[src/rtl/phase_sequencer.sv]
// Sequences the dual-rail PH0/PH1/PH2 phases through a return-to-zero handshake on ack_in.
// Define PHASE_SEQ_WATCHDOG_EN to build the completion watchdog (err_timeout, clr_err, ERROR).
module phase_sequencer #(
    parameter int unsigned SYNC_STAGES   = 2,
    parameter int unsigned SPACER_CYCLES = 1,
    parameter int unsigned TIMEOUT       = 255,
    parameter int unsigned CNT_W         = 16
) (
    input  logic             clk,
    input  logic             rst,
    input  logic             run,
    input  logic             step,
    input  logic             clr_err,
    input  logic             ack_in,
    output logic [1:0]       PH0,
    output logic [1:0]       PH1,
    output logic [1:0]       PH2,
    output logic [1:0]       phase,
    output logic             busy,
    output logic [CNT_W-1:0] instr_cnt,
    output logic             err_timeout
);
    localparam int unsigned GAP_W = (SPACER_CYCLES > 1) ? $clog2(SPACER_CYCLES) : 1;

    typedef enum logic [2:0] {
        StIdle,
        StAssert,
        StRelease,
        StGap,
        StError
    } state_e;

    state_e                 state_q, state_d;
    logic [SYNC_STAGES-1:0] sync_q, sync_d;
    logic                   ack_s;
    logic [1:0]             phase_q, phase_d;
    logic [GAP_W-1:0]       gap_q, gap_d;
    logic                   armed_q, armed_d;
    logic [CNT_W-1:0]       cnt_q, cnt_d;
    logic [5:0]             ph_q, ph_d;
    logic                   busy_q, busy_d;

`ifdef PHASE_SEQ_WATCHDOG_EN
    localparam int unsigned WAIT_W = $clog2(TIMEOUT + 1);

    logic [WAIT_W-1:0] wait_q, wait_d;
    logic              err_q, err_d;

    assign err_timeout = err_q;
`else
    logic unused_wdog;

    assign unused_wdog = clr_err ^ (TIMEOUT == 0);
    assign err_timeout = 1'b0;
`endif

    assign ack_s = sync_q[SYNC_STAGES-1];

    always_comb begin
        sync_d  = {sync_q[SYNC_STAGES-2:0], ack_in};
        state_d = state_q;
        phase_d = phase_q;
        gap_d   = gap_q;
        armed_d = armed_q;
        cnt_d   = cnt_q;
`ifdef PHASE_SEQ_WATCHDOG_EN
        wait_d  = wait_q;
        err_d   = err_q;
`endif

        // armed_q: ack_s has been seen low since ASSERT entry, so a high ack_s is a fresh edge
        unique case (state_q)
            StIdle: begin
                if (run || step) begin
                    state_d = StAssert;
                    phase_d = 2'd0;
                    armed_d = ~ack_s;
                end
            end
            StAssert: begin
                armed_d = armed_q | ~ack_s;
                if (ack_s && armed_q) begin
                    state_d = StRelease;
                end
            end
            StRelease: begin
                if (!ack_s) begin
                    state_d = StGap;
                    gap_d   = GAP_W'(SPACER_CYCLES - 1);
                end
            end
            StGap: begin
                if (gap_q != '0) begin
                    gap_d = gap_q - 1'b1;
                end else if (phase_q != 2'd2) begin
                    state_d = StAssert;
                    phase_d = phase_q + 2'd1;
                    armed_d = ~ack_s;
                end else begin
                    cnt_d = cnt_q + 1'b1;
                    if (run) begin
                        state_d = StAssert;
                        phase_d = 2'd0;
                        armed_d = ~ack_s;
                    end else begin
                        state_d = StIdle;
                    end
                end
            end
            StError: begin
`ifdef PHASE_SEQ_WATCHDOG_EN
                if (clr_err && !ack_s) begin
                    state_d = StIdle;
                    err_d   = 1'b0;
                end
`else
                state_d = StIdle;
`endif
            end
            default: state_d = StIdle;
        endcase

`ifdef PHASE_SEQ_WATCHDOG_EN
        if ((state_q == StAssert || state_q == StRelease) && wait_q == WAIT_W'(TIMEOUT)) begin
            state_d = StError;
            err_d   = 1'b1;
        end
        if (state_d != state_q) begin
            wait_d = '0;
        end else if (state_q == StAssert || state_q == StRelease) begin
            wait_d = wait_q + 1'b1;
        end
`endif

        // Outputs are decoded from the next state so they change on the same edge as the FSM
        ph_d = 6'b00_00_00;
        if (state_d == StAssert) begin
            ph_d = 6'b01_01_01;
            case (phase_d)
                2'd0:    ph_d[5:4] = 2'b10;
                2'd1:    ph_d[3:2] = 2'b10;
                default: ph_d[1:0] = 2'b10;
            endcase
        end
        busy_d = (state_d != StIdle) && (state_d != StError);
    end

    always_ff @(posedge clk or posedge rst) begin
        if (rst) begin
            sync_q  <= '0;
            state_q <= StIdle;
            phase_q <= 2'd0;
            gap_q   <= '0;
            armed_q <= 1'b0;
            cnt_q   <= '0;
            ph_q    <= 6'b00_00_00;
            busy_q  <= 1'b0;
`ifdef PHASE_SEQ_WATCHDOG_EN
            wait_q  <= '0;
            err_q   <= 1'b0;
`endif
        end else begin
            sync_q  <= sync_d;
            state_q <= state_d;
            phase_q <= phase_d;
            gap_q   <= gap_d;
            armed_q <= armed_d;
            cnt_q   <= cnt_d;
            ph_q    <= ph_d;
            busy_q  <= busy_d;
`ifdef PHASE_SEQ_WATCHDOG_EN
            wait_q  <= wait_d;
            err_q   <= err_d;
`endif
        end
    end

    assign PH0       = ph_q[5:4];
    assign PH1       = ph_q[3:2];
    assign PH2       = ph_q[1:0];
    assign phase     = phase_q;
    assign busy      = busy_q;
    assign instr_cnt = cnt_q;

endmodule
[config.mk]
export PLATFORM = sky130hd
export DESIGN_NAME = phase_sequencer
export DESIGN_NICKNAME = d
export VERILOG_FILES = /design/src/rtl/phase_sequencer.sv
export SDC_FILE = /design/constraint.sdc
export NUM_CORES = 1
export LEC_CHECK = 0
export CAP_MARGIN = 20
export CORE_MARGIN = 2
export CORE_UTILIZATION = 35
export CTS_BUF_LIST = sky130_fd_sc_hd__clkbuf_4
export DETAILED_ROUTE_END_ITERATION = 8
export GPL_TIMING_DRIVEN = 0
export PLACE_DENSITY_LB_ADDON = 0.1
export SYNTH_ARGS = -nofsm -noshare
export SYNTH_HDL_FRONTEND = slang
export SYNTH_SLANG_ARGS = --single-unit
[constraint.sdc]
create_clock -name clk -period 1.6 [get_ports clk]
set_clock_uncertainty 0.15 [all_clocks]
set_input_delay 0.24 -clock clk [delete_from_list [all_inputs] [get_ports clk]]
set_output_delay 0.24 -clock clk [all_outputs]
set_load 0.02 [all_outputs]
==> reports/qor.yml <==
drive_gt1_frac: 0.337
numCtsBuffers: 5
synth_cell_types: 41
synthSimpleGateAreaFrac: 0.212
r2r-start: "state_q[2]"
synth_cells: 117
io_pins: 32
wl_per_cell_um: 13.1
fmax_ghz: 0.613
grt_overflow: 0
fp.dieH_um: 67.9
grt_pass1_wl_um: 4710
drv_cap: 0
critical_path_required_ns: 1.71
core.rowCount: 23
ys_seq_area_frac: 0.543
holdWs_ns: 0.0652
grt_pass1_vias: 1026
nFillCells: 355
path_class: "reg2reg"
setup_ws_ns: -0.0306
slew_violations: 0
synth_edf_count: 0
ctsHtreeMaxLevel: 2
vias_per_cell: 4.63
peakVddDrop_v: 0.000912
grt_max_degree: 22
hold_class: "in2async"
core_mm2: 0.00397
wirelength_um: 2820
die_area_mm2: 0.00461
die_x_um: 67.9
synth_top_family_by_area: "simple AND/OR/NAND/NOR gates"
syn-cell-area_mm2: 0.00143
synth_top_area_frac: 0.543
tritoncts: "yes"
ys_seq_elements: 31
finalNonFillerCells: 216
crit_start: "state_q[2]"
path_clk_slew_ns: 0.09
drtPass1Iterations: 3
cp_max_fo: 8
root_buffer: "clkbuf_4"
status: "finished with violations"
end_kind: "flip-flop"
routabilityCongestion: 0.816
p_leak_nw: 1.06
dp_hpwl_um: 1950
mostFrequentLayoutCells: "27 x dfrtp_1, 23 x dlygate4sd2_1, 10 x buf_4, 8 x xnor2_1, 7 x xor2_1"
worst_setup_path_start_kind: "flip-flop"
violations: "setup timing"
cp_data_arrival_time_ns: 1.74
final_cell_area_mm2: 0.00204
ys_warn_count: 0
rsz0062_at_grt: "yes"
synth_mux_area_frac: 0.00789
clockBufferDepth: 2
finalSetupTns_ns: -0.143
syn_avg_cell_area_um2: 12.2
drc: 0
hold_viol: 0
layout_commonest_cell: "dfrtp_1"
dr_total_vias: 1001
cts_hold_buf: 0
synth_area_leaders: "dfrtp_1 54%, xnor2_1 5.5%, xor2_1 4.3%, inv_1 1.8%, nor2_1 1.8%"
synth_top_flop_cell: "dfrtp_1"
async_flop_share: 1.00
fin_nets: 172
finalPower_mw: 2.36
ant_nets: 0
clkLatencyLatePin_ns: 0.34
initialDrtViolationCount: 11
dp_cells: 198
fin_crit_ns: 1.63
synth-compound-area-share: 0.0824
synthAdderAreaFrac: 0.00876
initial_core_util: 0.359
p_per_area_mw_per_mm2: 1160
port_buffers: 29
grt_usage: 0.142
diodes: 0
clock-sinks: 31
postPlaceCellArea_mm2: 0.00181
antenna_found_initial: 0
synth_top_area_cell: "dfrtp_1"
area_growth_syn_to_layout_pct: 42.6
fin_crit_sh: 1.02
synthXorXnorAreaFrac: 0.0982
setup_violations: 7
==> worst paths after layout <==
| kind | endpoint | slack [ns] | depth (start not counted) |
|---|---|---|---|
| max | ph_q[5] | -0.03 | 5 |
| min | state_q[1] | 0.07 | 2 |
| max reg2reg | ph_q[5] | -0.03 | 5 |
| min reg2reg | sync_q[1] | 0.21 | 0 |
| max in group asynchronous | instr_cnt[6] | 0.76 | 3 |
| min in group clk | sync_q[0] | 0.18 | 1 |
==> registers in the layout, indices dropped and copies added, names as in the netlist <==
signal	flops
busy	1
armed_q	1
sync_q	2
state_q	3
instr_cnt	16
phase	2
ph_q	6
==> metrics by stage <==
step / util / worst slack, ns
2_1_floorplan: - / 0.0177
6_report: 0.513 / -0.0306
3_5_place_dp: 0.456 / -0.409
3_3_place_gp: 0.449 / -0.435
4_1_cts: 0.482 / -0.0526
5_1_grt: 0.513 / -0.110
==> cells in the mapped netlist, types with 2 or more instances <==
| library cell | number |
|---|---|
| and4_1 | 3 |
| nand3b_1 | 2 |
| buf_6 | 2 |
| nor3_1 | 3 |
| buf_4 | 2 |
| o32ai_1 | 2 |
| nor3b_1 | 2 |
| xnor2_1 | 9 |
| dfrtp_1 | 31 |
| and3_1 | 3 |
| nor2b_1 | 2 |
| nor2_1 | 7 |
| nand3_1 | 4 |
| a21oi_1 | 3 |
| xor2_1 | 7 |
| inv_1 | 7 |
| nand2_1 | 4 |
==> layer usage <==
metal	wire length, um	vias up	global-route usage
met5	0	-	0
met4	65	0	0.0900
met3	136	6	0.0395
met2	1410	21	0.223
met1	1210	474	0.173
li1	-	500	-
==> kinds of logic (layout without fill, tap and decap cells) <==
group                      after synthesis  after routing
buffers and inverters                   11             59
other                                    1              2
adders and majority gates                1              1
AOI/OAI and AO/OA                       13             13
and+or+nand+nor                         43             43
DFF                                     31             31
xor gates and xnor gates                16             16
muxes                                    1              1
==> report_power, final <==
group | switching [mW] | internal (mW) | total [mW]
combinational | 0.439 | 0.353 | 0.792
sequential | 0.0699 | 0.905 | 0.975
clock | 0.273 | 0.321 | 0.593
total | 0.781 | 1.58 | 2.36
==> area by class of cell <==
type	instances	area, um2	share of cell area
timing repair buffer	40	357	0.175
multi-input combinational	76	692	0.340
inverter	7	26.3	0.0129
clock buffer	5	37.5	0.0184
tap	50	62.6	0.0307
clock inverter	3	38.8	0.0191
sequential	31	781	0.384
buffer	4	41.3	0.0203
==> worst max-delay path, stage by stage, from the launching register on <==
cell and delay [ns]:
dfrtp_1 0.39, buf_6 0.14, or4b_4 0.54, o31ai_4 0.09
o21bai_4 0.13, nor3_2 0.12
==> repair_timing <==
item	CTS	global route
buffers inserted	2	8
resized for setup	34	26
gates cloned	0	0
pin swaps	5	12
endpoints found under the setup margin	38	21
Note: power is estimated with default switching activity, not from simulation.
